==> config.mk <==
export PLATFORM = sky130hd
export DESIGN_NAME = tmds_encoder_dvi_flat
export DESIGN_NICKNAME = d
export VERILOG_FILES = /design/src/rtl/tmds_encoder_dvi_if.sv /design/src/rtl/tmds_encoder_dvi.sv /design/src/flat_wrapper.sv
export SDC_FILE = /design/constraint.sdc
export NUM_CORES = 1
export LEC_CHECK = 0
export ABC_AREA = 1
export BUFFER_PORTS_ARGS = -buffer_cell sky130_fd_sc_hd__buf_2
export CAP_MARGIN = 20
export CORE_ASPECT_RATIO = 1.4
export CORE_MARGIN = 1.5
export CORE_UTILIZATION = 55
export DETAILED_ROUTE_END_ITERATION = 6
export PLACE_DENSITY = 0.75
export SLEW_MARGIN = 25
export SYNTH_ARGS = -nofsm -noshare
export SYNTH_HDL_FRONTEND = slang
export SYNTH_SLANG_ARGS = --single-unit
export TNS_END_PERCENT = 30
==> constraint.sdc <==
create_clock -name clk_pix -period 12.8 [get_ports clk_pix]
set_input_delay 2.56 -clock clk_pix [delete_from_list [all_inputs] [get_ports clk_pix]]
set_output_delay 2.56 -clock clk_pix [all_outputs]
set_load 0.03 [all_outputs]
==> src/rtl/tmds_encoder_dvi_if.sv <==
// TMDS channel bus: de/din/ctrl into the encoder, 10-bit symbol out.
// master drives pixel/sync side; slave is the encoder.
interface tmds_encoder_dvi_if;
  logic       de;
  logic [7:0] din;
  logic [1:0] ctrl;
  logic [9:0] dout;

  modport master (
    output de,
    output din,
    output ctrl,
    input  dout
  );

  modport slave (
    input  de,
    input  din,
    input  ctrl,
    output dout
  );
endinterface

==> src/rtl/tmds_encoder_dvi.sv <==
// DVI TMDS encoder, one channel: clk_pix, rst_pix (sync, high), tx.slave (de/din/ctrl -> dout).
// Define TMDS_PIPE_EN to register stage-2 decisions (latency 2 -> 3).
module tmds_encoder_dvi #(
  parameter logic [9:0] RST_SYM = 10'b1101010100
) (
  input  logic clk_pix,
  input  logic rst_pix,
  tmds_encoder_dvi_if.slave tx
);

  logic [3:0] n1d;
  logic       use_xnor;
  logic       qm_acc;
  logic [8:0] qm_c;

  always_comb begin
    n1d = 4'd0;
    for (int i = 0; i < 8; i++)
      n1d = n1d + {3'b000, tx.din[i]};
    use_xnor = (n1d > 4'd4) |
               ((n1d == 4'd4) & ~tx.din[0]);
  end

  always_comb begin
    qm_acc  = tx.din[0];
    qm_c    = 9'd0;
    qm_c[0] = qm_acc;
    for (int i = 1; i < 8; i++) begin
      qm_acc  = use_xnor ? ~(qm_acc ^ tx.din[i])
                         : (qm_acc ^ tx.din[i]);
      qm_c[i] = qm_acc;
    end
    qm_c[8] = ~use_xnor;
  end

  logic [8:0] q_m;
  logic       de_d;
  logic [1:0] ctrl_d;

  always_ff @(posedge clk_pix) begin
    if (rst_pix) begin
      q_m    <= 9'd0;
      de_d   <= 1'b0;
      ctrl_d <= 2'b00;
    end else begin
      q_m    <= qm_c;
      de_d   <= tx.de;
      ctrl_d <= tx.ctrl;
    end
  end

  logic [3:0] n1q_c;
  logic [3:0] n0q_c;

  always_comb begin
    n1q_c = 4'd0;
    for (int i = 0; i < 8; i++)
      n1q_c = n1q_c + {3'b000, q_m[i]};
    n0q_c = 4'd8 - n1q_c;
  end

  logic [8:0] s2_qm;
  logic       s2_de;
  logic [1:0] s2_ctrl;
  logic [3:0] s2_n1;
  logic [3:0] s2_n0;

`ifdef TMDS_PIPE_EN
  always_ff @(posedge clk_pix) begin
    if (rst_pix) begin
      s2_qm   <= 9'd0;
      s2_de   <= 1'b0;
      s2_ctrl <= 2'b00;
      s2_n1   <= 4'd0;
      s2_n0   <= 4'd8;
    end else begin
      s2_qm   <= q_m;
      s2_de   <= de_d;
      s2_ctrl <= ctrl_d;
      s2_n1   <= n1q_c;
      s2_n0   <= n0q_c;
    end
  end
`else
  assign s2_qm   = q_m;
  assign s2_de   = de_d;
  assign s2_ctrl = ctrl_d;
  assign s2_n1   = n1q_c;
  assign s2_n0   = n0q_c;
`endif

  logic signed [4:0] bias;
  logic signed [4:0] bias_n;
  logic signed [4:0] diff;
  logic signed [4:0] two_q8;
  logic signed [4:0] two_nq8;
  logic [9:0]        sym_n;
  logic [9:0]        ctl_sym;
  logic              sel_ctl;
  logic              sel_eq;
  logic              sel_inv;
  logic              sel_pass;

  assign diff    = $signed({1'b0, s2_n1}) -
                   $signed({1'b0, s2_n0});
  assign two_q8  = s2_qm[8] ? 5'sd2 : 5'sd0;
  assign two_nq8 = s2_qm[8] ? 5'sd0 : 5'sd2;

  // Mutually exclusive branch selects.
  always_comb begin
    sel_ctl  = ~s2_de;
    sel_eq   = s2_de &
               ((bias == 5'sd0) | (diff == 5'sd0));
    sel_inv  = s2_de & ~sel_eq &
               (((bias > 5'sd0) & (diff > 5'sd0)) |
                ((bias < 5'sd0) & (diff < 5'sd0)));
    sel_pass = s2_de & ~sel_eq & ~sel_inv;
  end

  always_comb begin
    ctl_sym = 10'b1101010100;
    unique case (s2_ctrl)
      2'b00: ctl_sym = 10'b1101010100;
      2'b01: ctl_sym = 10'b0010101011;
      2'b10: ctl_sym = 10'b0101010100;
      2'b11: ctl_sym = 10'b1010101011;
      default: ctl_sym = 10'b1101010100;
    endcase
  end

  always_comb begin
    sym_n  = ctl_sym;
    bias_n = 5'sd0;
    unique case (1'b1)
      sel_ctl: begin
        sym_n  = ctl_sym;
        bias_n = 5'sd0;
      end
      sel_eq: begin
        sym_n  = {~s2_qm[8], s2_qm[8],
                  s2_qm[8] ? s2_qm[7:0] : ~s2_qm[7:0]};
        bias_n = s2_qm[8] ? bias + diff : bias - diff;
      end
      sel_inv: begin
        sym_n  = {1'b1, s2_qm[8], ~s2_qm[7:0]};
        bias_n = bias + two_q8 - diff;
      end
      sel_pass: begin
        sym_n  = {1'b0, s2_qm[8], s2_qm[7:0]};
        bias_n = bias - two_nq8 + diff;
      end
      default: begin
        sym_n  = ctl_sym;
        bias_n = 5'sd0;
      end
    endcase
  end

  always_ff @(posedge clk_pix) begin
    if (rst_pix) begin
      tx.dout <= RST_SYM;
      bias    <= 5'sd0;
    end else begin
      tx.dout <= sym_n;
      bias    <= bias_n;
    end
  end

endmodule

==> src/flat_wrapper.sv <==
// flat-port wrapper written by rule: the top's interface ports become plain ports
module tmds_encoder_dvi_flat 
#(
  parameter logic [9:0] RST_SYM = 10'b1101010100
)
  (clk_pix, rst_pix, tx_de, tx_din, tx_ctrl, tx_dout);
  tmds_encoder_dvi_if tx_i ();
  input  logic clk_pix;
  input  logic rst_pix;
  input wire logic [$bits(tx_i.de)-1:0] tx_de;
  input wire logic [$bits(tx_i.din)-1:0] tx_din;
  input wire logic [$bits(tx_i.ctrl)-1:0] tx_ctrl;
  output wire logic [$bits(tx_i.dout)-1:0] tx_dout;
  assign tx_i.de = tx_de;
  assign tx_i.din = tx_din;
  assign tx_i.ctrl = tx_ctrl;
  assign tx_dout = tx_i.dout;
  tmds_encoder_dvi #(.RST_SYM(RST_SYM)) u_core (.clk_pix(clk_pix), .rst_pix(rst_pix), .tx(tx_i));
endmodule
# Yosys cells after proc, flatten, opt, wreduce, memory -nomap -nowiden
# Index checks and enable logic that the tools add are counted.
# W data, S select, Z words.
# word_totals
word_cells	83
inputBits	13
regBits	27
# classes
order_cmp	5
n_addsub	22
n_reduce_logical	3
n_mux	14
bitwise	30
n_eq_ne	4
# op_table
operator	count
$add A4 B1 Y4	12
$pmux W10 S4	1
$pmux W10 S3	1
$add A5 B5 Y5	3
$pmux W5 S3	1
$sub A5 B5 Y5	3
$not A1 Y1	12
$gt A5 B1 Y1 const B	2
$logic_not A5 Y1	2
$lt A5 B1 Y1 const B	2
$mux W8	1
$not A8 Y8	1
$and A1 B1 Y1	7
$mux W1	7
$xor A1 B1 Y1	7
$mux W5	1
$sub A4 B4 Y5	1
$add A1 B1 Y2	2
$eq A2 B2 Y1 const B	2
$eq A4 B3 Y1 const B	1
$gt A4 B3 Y1 const B	1
$mux W2	2
$sub A4 B4 Y4 const A	1
$or A1 B1 Y1	3
other kinds (2)	2

# Depth between registers and ports, before layout
# Gate-level depths: netlist of run 1.
# depth
depth_word	29
mapped_depth	32
depth_no_buf	32

# Least setup slack after synthesis of run 1
# OpenSTA, ideal clock, no wires.
# synth_timing
kind	input -> register
from	input port tx_din[0]
to	register u_core.q_m[7]
stages	13
n_path_buf	0
setup_ps	114
setup_slack_ps	7160
arrival_ps	5526
cell_sequence	ha_1 inv_1 fa_1 fa_1 inv_1 fa_1 fa_1 o31ai_1 nand3_1 xnor2_2 nand2_1 nand2_1 nor2_2
# synth_via
elab_chain_cells	29
word_cells_on_any_way	33
classes_between	add/sub: 7; order compare: 1; eq/ne: 1; mux: 7; bitwise: 17
# synth_rtl
element	line_no	rtl
start: declaration	flat_wrapper.sv:11	input wire logic [$bits(tx_i.din)-1:0] tx_din;
parallel branches: the longest is 28 deep, another holds $add A4 B1 Y4	--	
$mux W1 *	tmds_encoder_dvi.sv:29	qm_acc = use_xnor ? ~(qm_acc ^ tx.din[i])
end signal: assignment	tmds_encoder_dvi.sv:46	q_m <= qm_c;
end: declaration	tmds_encoder_dvi.sv:36	logic [8:0] q_m;
# Every way passes the cells marked *.
# A chain may end at the register's enable or synchronous reset.

# Worst setup path after layout of run 1
# Ends and elaborated chain as after synthesis.

==> flow_summary.yaml, run 1 <==
run_status:
  outcome: "finished, final reports clean"
global_routing:
  grt_max_degree: 15
  grt_overflow: 0
  grt_pass1_vias: 1762
  grt_pass1_wl_um: 7520
  grt_usage: 0.213
  antenna_found_initial: 0
route:
  drt_pass1_iterations: 4
  drc: 0
  drt-initial-drc-count: 81
  via_count: 1813
  ant_nets: 0
  drt_wl_total_um: 4290
  via_per_inst: 5.14
  wl_per_cell_um: 12.2
layout:
  area_growth_pct: 9.06
  diodes: 0
  nets: 366
  finish.utilization: 0.625
  final_cells: 353
  design_area_mm2: 0.00247
  drive_gt1_frac: 0.165
sta:
  drv_slew: 0
  setup_tns_ps: 0
  worstMarginPinSlew_ps: 738
  finalSetupViolations: 0
  skew_ps: 3.59
  fmax_mhz: 178
  rsz0062_at_grt: "false"
  fin_crit_ps: 5620
  relSlewSlack: 0.503
  hold_viol: 0
  period_share: 0.439
clocking:
  htreeDepth: 1
  cts_resized: 0
  cts_root_buf: "clkbuf_8"
  clkTransAtPathRegs_ps: 90
  clock_path_buffers: 2
  cts_tree: "yes"
  clock_latency_ps: 280
  cts_setup_buffers: 0
  clkSinkCount: 27
  hold_buffers: 0
  numCtsBuffers: 3
synth:
  yosysTopAreaCell: "dfxtp_1"
  synth_area_leaders: "dfxtp_1 24%, ha_1 16%, fa_1 11%"
  synth-edff-count: 0
  syn_inst: 285
  ys_seq_area_frac: 0.239
  netlist_area_mm2: 0.00226
  yosys_most_used_dff: "dfxtp_1"
  synth_fp_nets: 340
  ys_ff_latch: 27
  ys.warnings.count: 0
  syn_area_per_cell_um2: 7.95
  yosysMostFrequentCell: "inv_1"
  synth.top_cell.area_share: 0.239
  synthArstFlopShare: 0
  ys_types: 35
  synth_common_cells: "61 x inv_1, 48 x nand2_1, 29 x ha_1"
floorplanning:
  die_area_mm2: 0.00452
  die_y_um: 78.9
  die_width_um: 57.2
  rows: 27
  core_mm2: 0.00395
  pin_count: 23
  start_util: 0.573
worst_setup_path:
  r2r_cells: 29
  cp_max_fo: 5
  arrival_ps: 5810
  worstSetupEndpointType: "register"
  r2r_setup_slack_ps: 7480
  worstPathRequired_ps: 12980
  r2r_start: "u_core.q_m[0]"
  startpoint_type: "input port"
  path_class: "input port to register"
  crit_path_start: "tx_din[0]"
  r2r-end: "u_core.bias[4]"
  crit_end: "u_core.q_m[7]"
place:
  hpwl_um: 3690
  gp_congestion: 0.828
  dp.cells: 349
  placed_area_mm2: 0.00242
  port_buffers: 22
flow_run:
  drv_cap: 0
min_path:
  hp-class: "register to register"
## cell usage in the layout (no fill, tap or decap), types with 4 or more instances in the layout
master | synthesis | routed
inv_1 | 61 | 61
nand2_1 | 48 | 48
ha_1 | 29 | 29
dfxtp_1 | 27 | 27
buf_2 | 0 | 22
nand3_1 | 18 | 18
nor2_1 | 14 | 14
fa_1 | 13 | 13
o21ai_0 | 9 | 9
o211ai_1 | 8 | 8
xor2_1 | 7 | 7
a21oi_1 | 6 | 6
inv_2 | 5 | 5
nand2_2 | 5 | 5
nor3_1 | 4 | 4
## state kept, by name, indices dropped and copies added (netlist names)
name and cells:
u_core.bias 5, u_core.ctrl_d 2, u_core.de_d 1, u_core.q_m 9, u_core.tx.dout 10
## metal layers
layer,routed length [um],GRT usage,vias to the layer above
li1,-,-,941
met3,77,0.00977,9
met1,1730,0.229,832
met2,2370,0.421,31
met4,116,0.0884,0
met5,0,0,-
## worst max-delay path, stage by stage
cell     delay (ps)
buf_2           110
ha_1            330
inv_1            70
fa_1            450
fa_1            500
inv_1            50
fa_1            390
fa_1            440
o31ai_1         240
nand3_1         240
xnor2_2         260
nand2_1          70
nand2_1          80
nor2_2           30
## worst min path at each step
stage	startpoint	endpoint	slack, ps	cells past startpoint
floorplan	u_core.bias[0]	u_core.bias[0]	440	2
global placement	u_core.bias[0]	u_core.bias[0]	470	2
detailed placement	u_core.bias[0]	u_core.bias[0]	480	2
CTS	u_core.bias[0]	u_core.bias[0]	500	2
global route	u_core.bias[0]	u_core.bias[0]	520	2
finish	u_core.bias[0]	u_core.bias[0]	490	2
## logic make-up after synthesis
kind of cell | Yosys count | synth area share
AO/OA/AOI/OAI | 32 | 0.0906
XOR/XNOR | 12 | 0.0564
adder cells (fa/ha/maj) | 42 | 0.275
buffers and inverters | 67 | 0.111
flip-flops | 27 | 0.239
AND/OR/NAND/NOR | 105 | 0.228
## metrics by stage
stage | hold slack (ps) | setup WS (ps)
2_1_floorplan | 438 | 7160
3_3_place_gp | 474 | 6940
3_5_place_dp | 484 | 6870
4_1_cts | 496 | 7160
5_1_grt | 522 | 7020
6_report | 494 | 7180
## area by class of cell
class / count / area [um2]
well taps: 43 / 53.8
multi-input cells: 191 / 1470
clock buffers: 4 / 45.0
repair buffers: 22 / 110
fillers: 364 / 1480
flip-flops and latches: 27 / 541
inverters: 66 / 248
Power of run 1 is left out: the tool's default activity adds up to more than one toggle a clock period on the data nets, which glitch-free logic cannot reach.
==> run 2, diff against run 1 <==
Clock period 12.8 ns to 5.6 ns, I/O delays scaled along.
==> run 2 against run 1 <==
Setup slack got worse by 6700 ps. Flip-flop and latch count unchanged. Utilization increased by 0.44 points. Routed wire length increased by 2.9%. Cell area increased by 0.71%. Hold slack got worse by 10 ps. Via count increased by 1.8%. Critical path type is now register to register. Die area unchanged. Clock skew increased by 4.9 ps. Sequential share of layout area decreased by 0.15 points. Largest cell class unchanged. Clock-buffer cell count decreased by 1. Register-to-register slack got worse by 7000 ps.
==> flow_summary.yaml, run 2 (synthesized netlist as in run 1, its figures left out) <==
route:
  drt-initial-drc-count: 57
  drc: 0
  drt_wl_total_um: 4420
  wl_per_cell_um: 12.5
  ant_nets: 0
  drt_pass1_iterations: 4
  via_count: 1846
  via_per_inst: 5.21
worst_setup_path:
  r2r_cells: 29
  cp_top_family: "adder cells"
  startpoint_type: "register"
  arrival_ps: 5340
  max_stage_delay_ps: 490
  worstPathRequired_ps: 5790
  cp_max_fo: 6
  path_common_cell: "inv_1"
  cp_num_cells: 29
  cp_slowest_cell: "fa_1"
  worstSetupEndpointType: "register"
  r2r_setup_slack_ps: 450
  path_class: "register to register"
  crit_buf_inv: 8
layout:
  layout_common_cells: "61 x inv_1, 48 x nand2_1, 29 x ha_1, 27 x dfxtp_1, 22 x buf_2"
  largest_register_ffs: 10
  area_growth_pct: 9.83
  diodes: 0
  layout_commonest_cell: "inv_1"
  top_register: "u_core.tx.dout"
  drive_gt1_frac: 0.177
  largestRegisters: "u_core.tx.dout x10, u_core.q_m x9, u_core.bias x5"
  nets: 367
flow_run:
  drv_cap: 0
clocking:
  clock_path_buffers: 2
  clkTransAtPathRegs_ps: 100
  cts_root_buf: "clkbuf_8"
  cts_setup_buffers: 0
  numCtsBuffers: 3
  clock_latency_ps: 280
  clkSinkCount: 27
  hold_buffers: 0
  htreeDepth: 1
  cts_tree: "yes"
place:
  hpwl_um: 3760
  gp_congestion: 0.883
  place_ws_ps: 418
  port_buffers: 22
run_status:
  outcome: "finished, final reports clean"
global_routing:
  grt_max_degree: 17
  grt_pass1_wl_um: 7630
  grt_overflow: 0
  antenna_found_initial: 0
  grt_usage: 0.216
  grt_pass1_vias: 1838
min_path:
  hp-class: "register to register"
  holdPathStages: 2
sta:
  finalSetupViolations: 0
  worstMarginPinSlew_ps: 685
  fin_crit_ps: 5150
  hold_viol: 0
  rsz0062_at_grt: "false"
  timing.hold.ws_ps: 484
  period_share: 0.920
  relSlewSlack: 0.538
  drv_slew: 0
  setup_tns_ps: 0
  skew_ps: 8.53
  setup_ws_ps: 446
  fmax_mhz: 194
floorplanning:
  core_mm2: 0.00395
  die_area_mm2: 0.00452
  die_y_um: 78.9
  die_width_um: 57.2
  rows: 27
  start_util: 0.573
  pin_count: 23
-- run 2: worst paths after layout --
kind / from / endpoint
worst max-delay path: u_core.q_m[0] / u_core.bias[4]
worst min-delay path: u_core.bias[0] / u_core.bias[0]
worst max register to register: u_core.q_m[0] / u_core.bias[4]
worst min register to register: u_core.bias[0] / u_core.bias[0]
-- run 2: area by class of cell --
cell class              instances  area, um2
clock buffers                   3       41.3
repair buffers                 23        118
clock inverters                 1       7.51
flip-flops and latches         27        541
inverters                      66        248
well taps                      43       53.8
multi-input cells             191       1480
fillers                       348       1470
-- run 2: stage by stage --
stage,utilization,instances,cell area (um2)
after global routing,0.629,354,2490
final,0.629,354,2490
after detailed placement,0.615,350,2430
after floorplan,-,285,2260
after CTS,0.628,354,2480
after global placement,0.615,350,2430
-- run 2: layer usage --
metal / global-route usage / wire length, um / up-vias
met5: 0 / 0 / -
met4: 0.0907 / 126 / 0
met3: 0.0195 / 112 / 12
met2: 0.432 / 2470 / 45
met1: 0.219 / 1710 / 843
li1: - / - / 946
-- run 2: worst register-to-register path, delay by kind of cell (launching register included) --
kind            cells  cell delay [ps]
xor+xnor            1              160
simple gates       11              970
fa+ha+maj           8             2920
compound gates      1              210
buf+inv             8              500
flops               1              330
-- run 2: repair_timing --
action,4_1_cts,5_1_grt
setup endpoints to repair,0,1
gates resized for setup,0,2
hold endpoints to repair,0,0
Power of run 2 is left out for the same reason.
